`src/rtl/ebi_tx_serializer_if.sv`:
```
// Bus bundle for ebi_tx_serializer: per-channel message handshake plus the flit link.
// The DUT connects through the slave modport; the message source uses the master modport.
interface ebi_tx_serializer_if #(
    parameter int NUM_CH    = 4,
    parameter int PAYLOAD_W = 64,
    parameter int FLIT_W    = 16
);
    localparam int CH_W = (NUM_CH > 1) ? $clog2(NUM_CH) : 1;

    logic [NUM_CH-1:0]           ch_valid_i;
    logic [NUM_CH-1:0]           ch_ready_o;
    logic [NUM_CH*PAYLOAD_W-1:0] ch_payload_i;
    logic [NUM_CH-1:0]           credit_return_i;
    logic                        flit_valid_o;
    logic [FLIT_W-1:0]           flit_o;
    logic [CH_W-1:0]             flit_ch_o;
    logic                        flit_sof_o;
    logic                        flit_eof_o;
    logic                        flit_par_o;
    logic                        credit_err_o;

    modport master (
        output ch_valid_i, ch_payload_i, credit_return_i,
        input  ch_ready_o, flit_valid_o, flit_o, flit_ch_o,
        input  flit_sof_o, flit_eof_o, flit_par_o, credit_err_o
    );

    modport slave (
        input  ch_valid_i, ch_payload_i, credit_return_i,
        output ch_ready_o, flit_valid_o, flit_o, flit_ch_o,
        output flit_sof_o, flit_eof_o, flit_par_o, credit_err_o
    );
endinterface

```
`src/rtl/ebi_tx_serializer.sv`:
```
// Credit-gated round-robin message serializer: picks one channel, emits its payload LSB-first
// as NUM_BEATS flits. Define EBI_TX_PARITY_EN to drive even parity of each flit on flit_par_o.
module ebi_tx_serializer #(
    parameter int NUM_CH     = 4,
    parameter int PAYLOAD_W  = 64,
    parameter int FLIT_W     = 16,
    parameter int CREDIT_MAX = 4
) (
    input logic                bus_clk,
    input logic                rst,
    ebi_tx_serializer_if.slave bus
);
    localparam int NUM_BEATS = (PAYLOAD_W + FLIT_W - 1) / FLIT_W;
    localparam int PAD_W     = NUM_BEATS * FLIT_W;
    localparam int CH_W      = (NUM_CH > 1) ? $clog2(NUM_CH) : 1;
    localparam int BEAT_W    = (NUM_BEATS > 1) ? $clog2(NUM_BEATS) : 1;
    localparam int CRED_W    = $clog2(CREDIT_MAX + 1);

    typedef enum logic {IDLE, SEND} state_t;

    state_t            state_q;
    logic [BEAT_W-1:0] beat_q;
    logic [PAD_W-1:0]  rem_q;
    logic [FLIT_W-1:0] flit_q;
    logic [CH_W-1:0]   ch_q;
    logic [CH_W-1:0]   rr_q;
    logic              flit_valid_q;
    logic              sof_q;
    logic              eof_q;
    logic              err_q;
    logic              err_d;
    logic [CRED_W-1:0] cred_q [NUM_CH];
    logic [CRED_W-1:0] cred_d [NUM_CH];

    logic [NUM_CH-1:0] elig;
    logic [NUM_CH-1:0] ready;
    logic [NUM_CH-1:0] accept;
    logic [CH_W-1:0]   grant_idx;
    logic              grant_found;
    logic              arb_en;
    logic [PAD_W-1:0]  grant_pad;

    // A new message may start only while idle or on the last beat of the current one.
    assign arb_en = (state_q == IDLE) || eof_q;

    always_comb begin
        elig = '0;
        for (int c = 0; c < NUM_CH; c++) begin
            elig[c] = bus.ch_valid_i[c] && (cred_q[c] != '0);
        end
    end

    always_comb begin
        int idx;
        idx         = 0;
        grant_found = 1'b0;
        grant_idx   = '0;
        for (int i = 0; i < NUM_CH; i++) begin
            idx = (int'(rr_q) + i) % NUM_CH;
            if (!grant_found && elig[CH_W'(idx)]) begin
                grant_found = 1'b1;
                grant_idx   = CH_W'(idx);
            end
        end
    end

    always_comb begin
        ready = '0;
        if (arb_en && grant_found) begin
            ready[grant_idx] = 1'b1;
        end
    end

    assign accept    = ready & bus.ch_valid_i;
    assign grant_pad = PAD_W'(bus.ch_payload_i[grant_idx*PAYLOAD_W +: PAYLOAD_W]);

    // Simultaneous take and return cancel; a return into a full counter is dropped and flagged.
    always_comb begin
        err_d = err_q;
        for (int c = 0; c < NUM_CH; c++) begin
            cred_d[c] = cred_q[c];
            if (accept[c] && !bus.credit_return_i[c]) begin
                cred_d[c] = cred_q[c] - 1'b1;
            end else if (!accept[c] && bus.credit_return_i[c]) begin
                if (cred_q[c] == CRED_W'(CREDIT_MAX)) begin
                    err_d = 1'b1;
                end else begin
                    cred_d[c] = cred_q[c] + 1'b1;
                end
            end
        end
    end

    always_ff @(posedge bus_clk) begin
        if (rst) begin
            for (int c = 0; c < NUM_CH; c++) begin
                cred_q[c] <= CRED_W'(CREDIT_MAX);
            end
            err_q <= 1'b0;
        end else begin
            cred_q <= cred_d;
            err_q  <= err_d;
        end
    end

    always_ff @(posedge bus_clk) begin
        if (rst) begin
            state_q      <= IDLE;
            rr_q         <= '0;
            beat_q       <= '0;
            ch_q         <= '0;
            flit_valid_q <= 1'b0;
            flit_q       <= '0;
            sof_q        <= 1'b0;
            eof_q        <= 1'b0;
        end else if (arb_en && grant_found) begin
            state_q      <= SEND;
            rr_q         <= CH_W'((int'(grant_idx) + 1) % NUM_CH);
            ch_q         <= grant_idx;
            beat_q       <= '0;
            flit_valid_q <= 1'b1;
            flit_q       <= grant_pad[FLIT_W-1:0];
            rem_q        <= grant_pad >> FLIT_W;
            sof_q        <= 1'b1;
            eof_q        <= (NUM_BEATS == 1);
        end else if (state_q == SEND && !eof_q) begin
            beat_q <= beat_q + 1'b1;
            flit_q <= rem_q[FLIT_W-1:0];
            rem_q  <= rem_q >> FLIT_W;
            sof_q  <= 1'b0;
            eof_q  <= (int'(beat_q) + 2 == NUM_BEATS);
        end else begin
            state_q      <= IDLE;
            flit_valid_q <= 1'b0;
            flit_q       <= '0;
            sof_q        <= 1'b0;
            eof_q        <= 1'b0;
        end
    end

    assign bus.ch_ready_o   = ready;
    assign bus.flit_valid_o = flit_valid_q;
    assign bus.flit_o       = flit_q;
    assign bus.flit_ch_o    = ch_q;
    assign bus.flit_sof_o   = sof_q;
    assign bus.flit_eof_o   = eof_q;
    assign bus.credit_err_o = err_q;

    // flit_q is cleared whenever no flit is present, so its XOR is already 0 then.
`ifdef EBI_TX_PARITY_EN
    assign bus.flit_par_o = ^flit_q;
`else
    assign bus.flit_par_o = 1'b0;
`endif
endmodule
```
`src/flat_wrapper.sv`:
```
// flat-port wrapper written by rule: the top's interface ports become plain ports
module ebi_tx_serializer_flat 
#(
    parameter int NUM_CH     = 4,
    parameter int PAYLOAD_W  = 64,
    parameter int FLIT_W     = 16,
    parameter int CREDIT_MAX = 4
)
  (bus_clk, rst, bus_ch_valid_i, bus_ch_payload_i, bus_credit_return_i, bus_ch_ready_o, bus_flit_valid_o, bus_flit_o, bus_flit_ch_o, bus_flit_sof_o, bus_flit_eof_o, bus_flit_par_o, bus_credit_err_o);
  ebi_tx_serializer_if #(.NUM_CH(NUM_CH), .PAYLOAD_W(PAYLOAD_W), .FLIT_W(FLIT_W)) bus_i ();
  input logic bus_clk;
  input logic rst;
  input wire logic [$bits(bus_i.ch_valid_i)-1:0] bus_ch_valid_i;
  input wire logic [$bits(bus_i.ch_payload_i)-1:0] bus_ch_payload_i;
  input wire logic [$bits(bus_i.credit_return_i)-1:0] bus_credit_return_i;
  output wire logic [$bits(bus_i.ch_ready_o)-1:0] bus_ch_ready_o;
  output wire logic [$bits(bus_i.flit_valid_o)-1:0] bus_flit_valid_o;
  output wire logic [$bits(bus_i.flit_o)-1:0] bus_flit_o;
  output wire logic [$bits(bus_i.flit_ch_o)-1:0] bus_flit_ch_o;
  output wire logic [$bits(bus_i.flit_sof_o)-1:0] bus_flit_sof_o;
  output wire logic [$bits(bus_i.flit_eof_o)-1:0] bus_flit_eof_o;
  output wire logic [$bits(bus_i.flit_par_o)-1:0] bus_flit_par_o;
  output wire logic [$bits(bus_i.credit_err_o)-1:0] bus_credit_err_o;
  assign bus_i.ch_valid_i = bus_ch_valid_i;
  assign bus_i.ch_payload_i = bus_ch_payload_i;
  assign bus_i.credit_return_i = bus_credit_return_i;
  assign bus_ch_ready_o = bus_i.ch_ready_o;
  assign bus_flit_valid_o = bus_i.flit_valid_o;
  assign bus_flit_o = bus_i.flit_o;
  assign bus_flit_ch_o = bus_i.flit_ch_o;
  assign bus_flit_sof_o = bus_i.flit_sof_o;
  assign bus_flit_eof_o = bus_i.flit_eof_o;
  assign bus_flit_par_o = bus_i.flit_par_o;
  assign bus_credit_err_o = bus_i.credit_err_o;
  ebi_tx_serializer #(.NUM_CH(NUM_CH), .PAYLOAD_W(PAYLOAD_W), .FLIT_W(FLIT_W), .CREDIT_MAX(CREDIT_MAX)) u_core (.bus_clk(bus_clk), .rst(rst), .bus(bus_i));
endmodule
```
`config.mk`:
```
export PLATFORM = sky130hd
export DESIGN_NAME = ebi_tx_serializer_flat
export DESIGN_NICKNAME = d
export VERILOG_FILES = /design/src/rtl/ebi_tx_serializer_if.sv /design/src/rtl/ebi_tx_serializer.sv /design/src/flat_wrapper.sv
export SDC_FILE = /design/constraint.sdc
export NUM_CORES = 1
export LEC_CHECK = 0
export ABC_AREA = 1
export CORE_MARGIN = 1.5
export CORE_UTILIZATION = 42
export CTS_CLUSTER_DIAMETER = 120
export DETAILED_ROUTE_END_ITERATION = 8
export GPL_TIMING_DRIVEN = 0
export PLACE_DENSITY = 0.89
export SYNTH_ARGS = -nofsm -noshare
export SYNTH_HDL_FRONTEND = slang
export SYNTH_SLANG_ARGS = --single-unit
```
`constraint.sdc`:
```
create_clock -name bus_clk -period 6.1 [get_ports bus_clk]
set_clock_uncertainty 0.1 [all_clocks]
set_input_delay 0.61 -clock bus_clk [delete_from_list [all_inputs] [get_ports bus_clk]]
set_output_delay 0.61 -clock bus_clk [all_outputs]
set_load 0.005 [all_outputs]
```
==> flow_summary.json <==
{
  "hold_viol": 0,
  "endpoint_kind": "primary output",
  "leakagePower_uw": 0.00415,
  "synth_edf_count": 48,
  "cts_setup_buffers": 0,
  "ctsRootBufferMaster": "clkbuf_16",
  "gp_congestion": 0.979,
  "relSlewSlack": 0.557,
  "synth_largest_area_cell": "nand3_1",
  "synthXorXnorAreaFrac": 0.00268,
  "post_drt_wl_per_cell_um": 17.7,
  "first_iter_violations": 793,
  "antenna_left": 0,
  "synth_area_mm2": 0.00606,
  "ctsLongestPathBuffers": 2,
  "setup_ws_ns": 1.94,
  "clk_latency_ns": 0.34,
  "grt_pass1_wl_um": 35900,
  "synth_most_common_cell": "nand3_1",
  "port_buffers": 291,
  "synth_top_family_by_area": "simple AND/OR/NAND/NOR gates",
  "antenna_found_initial": 0,
  "design_area_mm2": 0.00949,
  "worstPathMaxFanout": 11,
  "period_share": 0.682,
  "dpl.hpwl_um": 19300,
  "start_util": 0.433,
  "core_area_mm2": 0.0140,
  "grt_use_total": 0.314,
  "layout-drive-gt1-share": 0.0646,
  "worstPathArrival_ns": 3.45,
  "ys_ff_latch": 86,
  "numCtsBuffers": 9,
  "first_global_vias": 7061,
  "setup_viol": 0,
  "nNetsFinal": 1486,
  "status": "finished, final reports clean",
  "cts_hold_buf": 0,
  "dieArea_mm2": 0.0152,
  "rows": 43,
  "cp.required_ns": 5.39,
  "syn_to_final_growth_pct": 56.6,
  "period_needed_ns": 4.16,
  "fin_tns_setup_ns": 0,
  "synthTopCellsByCount": "nand3_1 (293), nand2_1 (291), edfxtp_1 (48)",
  "synthCells": 900,
  "drt-pass1-iter-count": 6,
  "via_per_inst": 5.47,
  "yosys-top-cells-area": "nand3_1 (24%), edfxtp_1 (24%), nand2_1 (18%)",
  "place_area_mm2": 0.00923,
  "met1_usage": 0.368,
  "ir_worst_vdd_mv": 0.300,
  "seq_area_frac_synth": 0.363,
  "die_h_um": 123,
  "grt_overflow": 0,
  "n_antenna_cell": 0,
  "clkSinkCount": 86,
  "yosysWarnings": 0,
  "synth-compound-area-share": 0.0475,
  "ys_types": 30,
  "synth_ff_type": "edfxtp_1",
  "min_path_type": "register to register",
  "grtUsageMet2": 0.544,
  "cp-start-kind": "input pin",
  "drt_drc_violations_left": 0,
  "max_cap_violations": 0,
  "grt_use_met3": 0.0687,
  "total_power_uw": 4830,
  "busiest_layer": "met2",
  "clkTransAtPathRegs_ns": 0.06,
  "htree_num_levels": 3,
  "vias": 7592,
  "wl_um": 24600,
  "synthAdderAreaFrac": 0.0400,
  "finalMaxSlewViolations": 0,
  "cts_resized": 0,
  "rsz0062_at_grt": "false",
  "postSynthAreaPerCell_um2": 6.74,
  "tightest_slew_ns": 0.665,
  "synth_top_area_frac": 0.242,
  "fillers": 1204,
  "synthMuxAreaShare": 0,
  "final_util": 0.679,
  "cts_tree": "built",
  "criticalPathCategory": "input pin to primary output",
  "place_ws_ns": 1.73,
  "p_per_area_mw_per_mm2": 508,
  "max_clock_freq_mhz": 240,
  "synthArstFlopShare": 0,
  "die_w_um": 123,
  "ioPinCount": 293,
  "grt_start_max_net_pins": 33,
  "synth_simple_gate_area_share": 0.460,
  "syn_nets": 1183
}
-- area by class of cell --
class,instances,area (µm²),share of cell area
timing repair buffer,292,2930,0.309
tap,180,225,0.0237
clock buffer,14,254,0.0268
sequential,86,2200,0.232
buffer,68,373,0.0393
multi-input combinational,706,3350,0.353
clock inverter,2,7.51,0.000791
inverter,40,150,0.0158
-- logic make-up after synthesis --
kind of cell / after synthesis
simple gates: 632
buf+inv: 108
flops: 86
compound gates: 55
fa+ha+maj: 17
xor+xnor: 1
other cells: 1
-- flip-flops by register name, indices dropped and copies added (netlist names) --
register                 cells
u_core.bus.credit_err_o      1
u_core.bus.flit_eof_o        1
u_core.rem_q                48
u_core.cred_q               12
u_core.rr_q                  2
u_core.bus.flit_o           16
u_core.bus.flit_ch_o         2
u_core.beat_q                2
u_core.bus.flit_sof_o        1
u_core.state_q               1
-- metrics by stage --
stage / hold WS, ns / instances
finish: 0.343 / 1388
CTS: 0.344 / 1388
detailed placement: 0.330 / 1372
global route: 0.366 / 1388
floorplan: 0.319 / 900
global placement: 0.327 / 1371
-- layer usage --
metal / vias up / wire (µm)
met4: 0 / 1130
met1: 3382 / 9120
met5: - / 0
li1: 3641 / -
met3: 97 / 2470
met2: 472 / 11800
-- worst paths after layout --
check,start,to,slack [ns],cells past startpoint
max,bus_ch_valid_i[1],bus_ch_ready_o[3],1.94,12
max reg2reg,u_core.cred_q[3],u_core.cred_q[2],2.12,21
min,u_core.rem_q[5],u_core.bus.flit_o[5],0.34,2
min reg2reg,u_core.rem_q[5],u_core.bus.flit_o[5],0.34,2
-- where the power goes --
group | switching [µW] | internal (µW) | total (µW) | leakage (µW)
clock network | 220 | 285 | 505 | 0.000126
logic | 2070 | 1170 | 3240 | 0.00324
registers | 102 | 983 | 1090 | 0.000781
total | 2390 | 2440 | 4830 | 0.00415
-- layout by cell type (no fill, tap or decap) --
cell type        netlist  final
nor2_1                31     31
or2_2                  4      4
nand3b_1               1      1
buf_2                 34     34
nand2_1              291    291
inv_1                 37     37
nand3_1              293    293
clkbuf_16              0      9
edfxtp_1              48     48
a21oi_4                0      1
clkinv_1               0      2
nor2_2                 1      1
and3_1                 1      1
a31oi_1                1      1
xnor2_2                1      1
ha_1                  13     13
a21oi_1               35     34
o21ai_0               15     15
a31o_2                 1      1
dfxtp_1               38     38
nand3_2                2      2
nor3_1                 2      2
nand4_1                4      4
a311oi_1               1      1
conb_1                 1      1
inv_2                  3      3
buf_4                 16     16
buf_12                 0      1
o22ai_1                1      1
clkbuf_1              16     20
nand2_2                2      2
buf_6                  2      2
clkbuf_8               0      1
fa_1                   4      4
clkdlybuf4s50_1        0    291
a211oi_1               1      1
-- critical path, cell delays in order --
cell and delay, ns:
clkdlybuf4s50_1 0.49, nand3_1 0.16, nand2_1 0.08, nor2_1 0.17, nand4_1 0.17, nand4_1 0.18
buf_2 0.29, buf_2 0.34, ha_1 0.21, inv_1 0.04, nor2_1 0.17, clkdlybuf4s50_1 0.53
(Power assumes the default switching activity.)
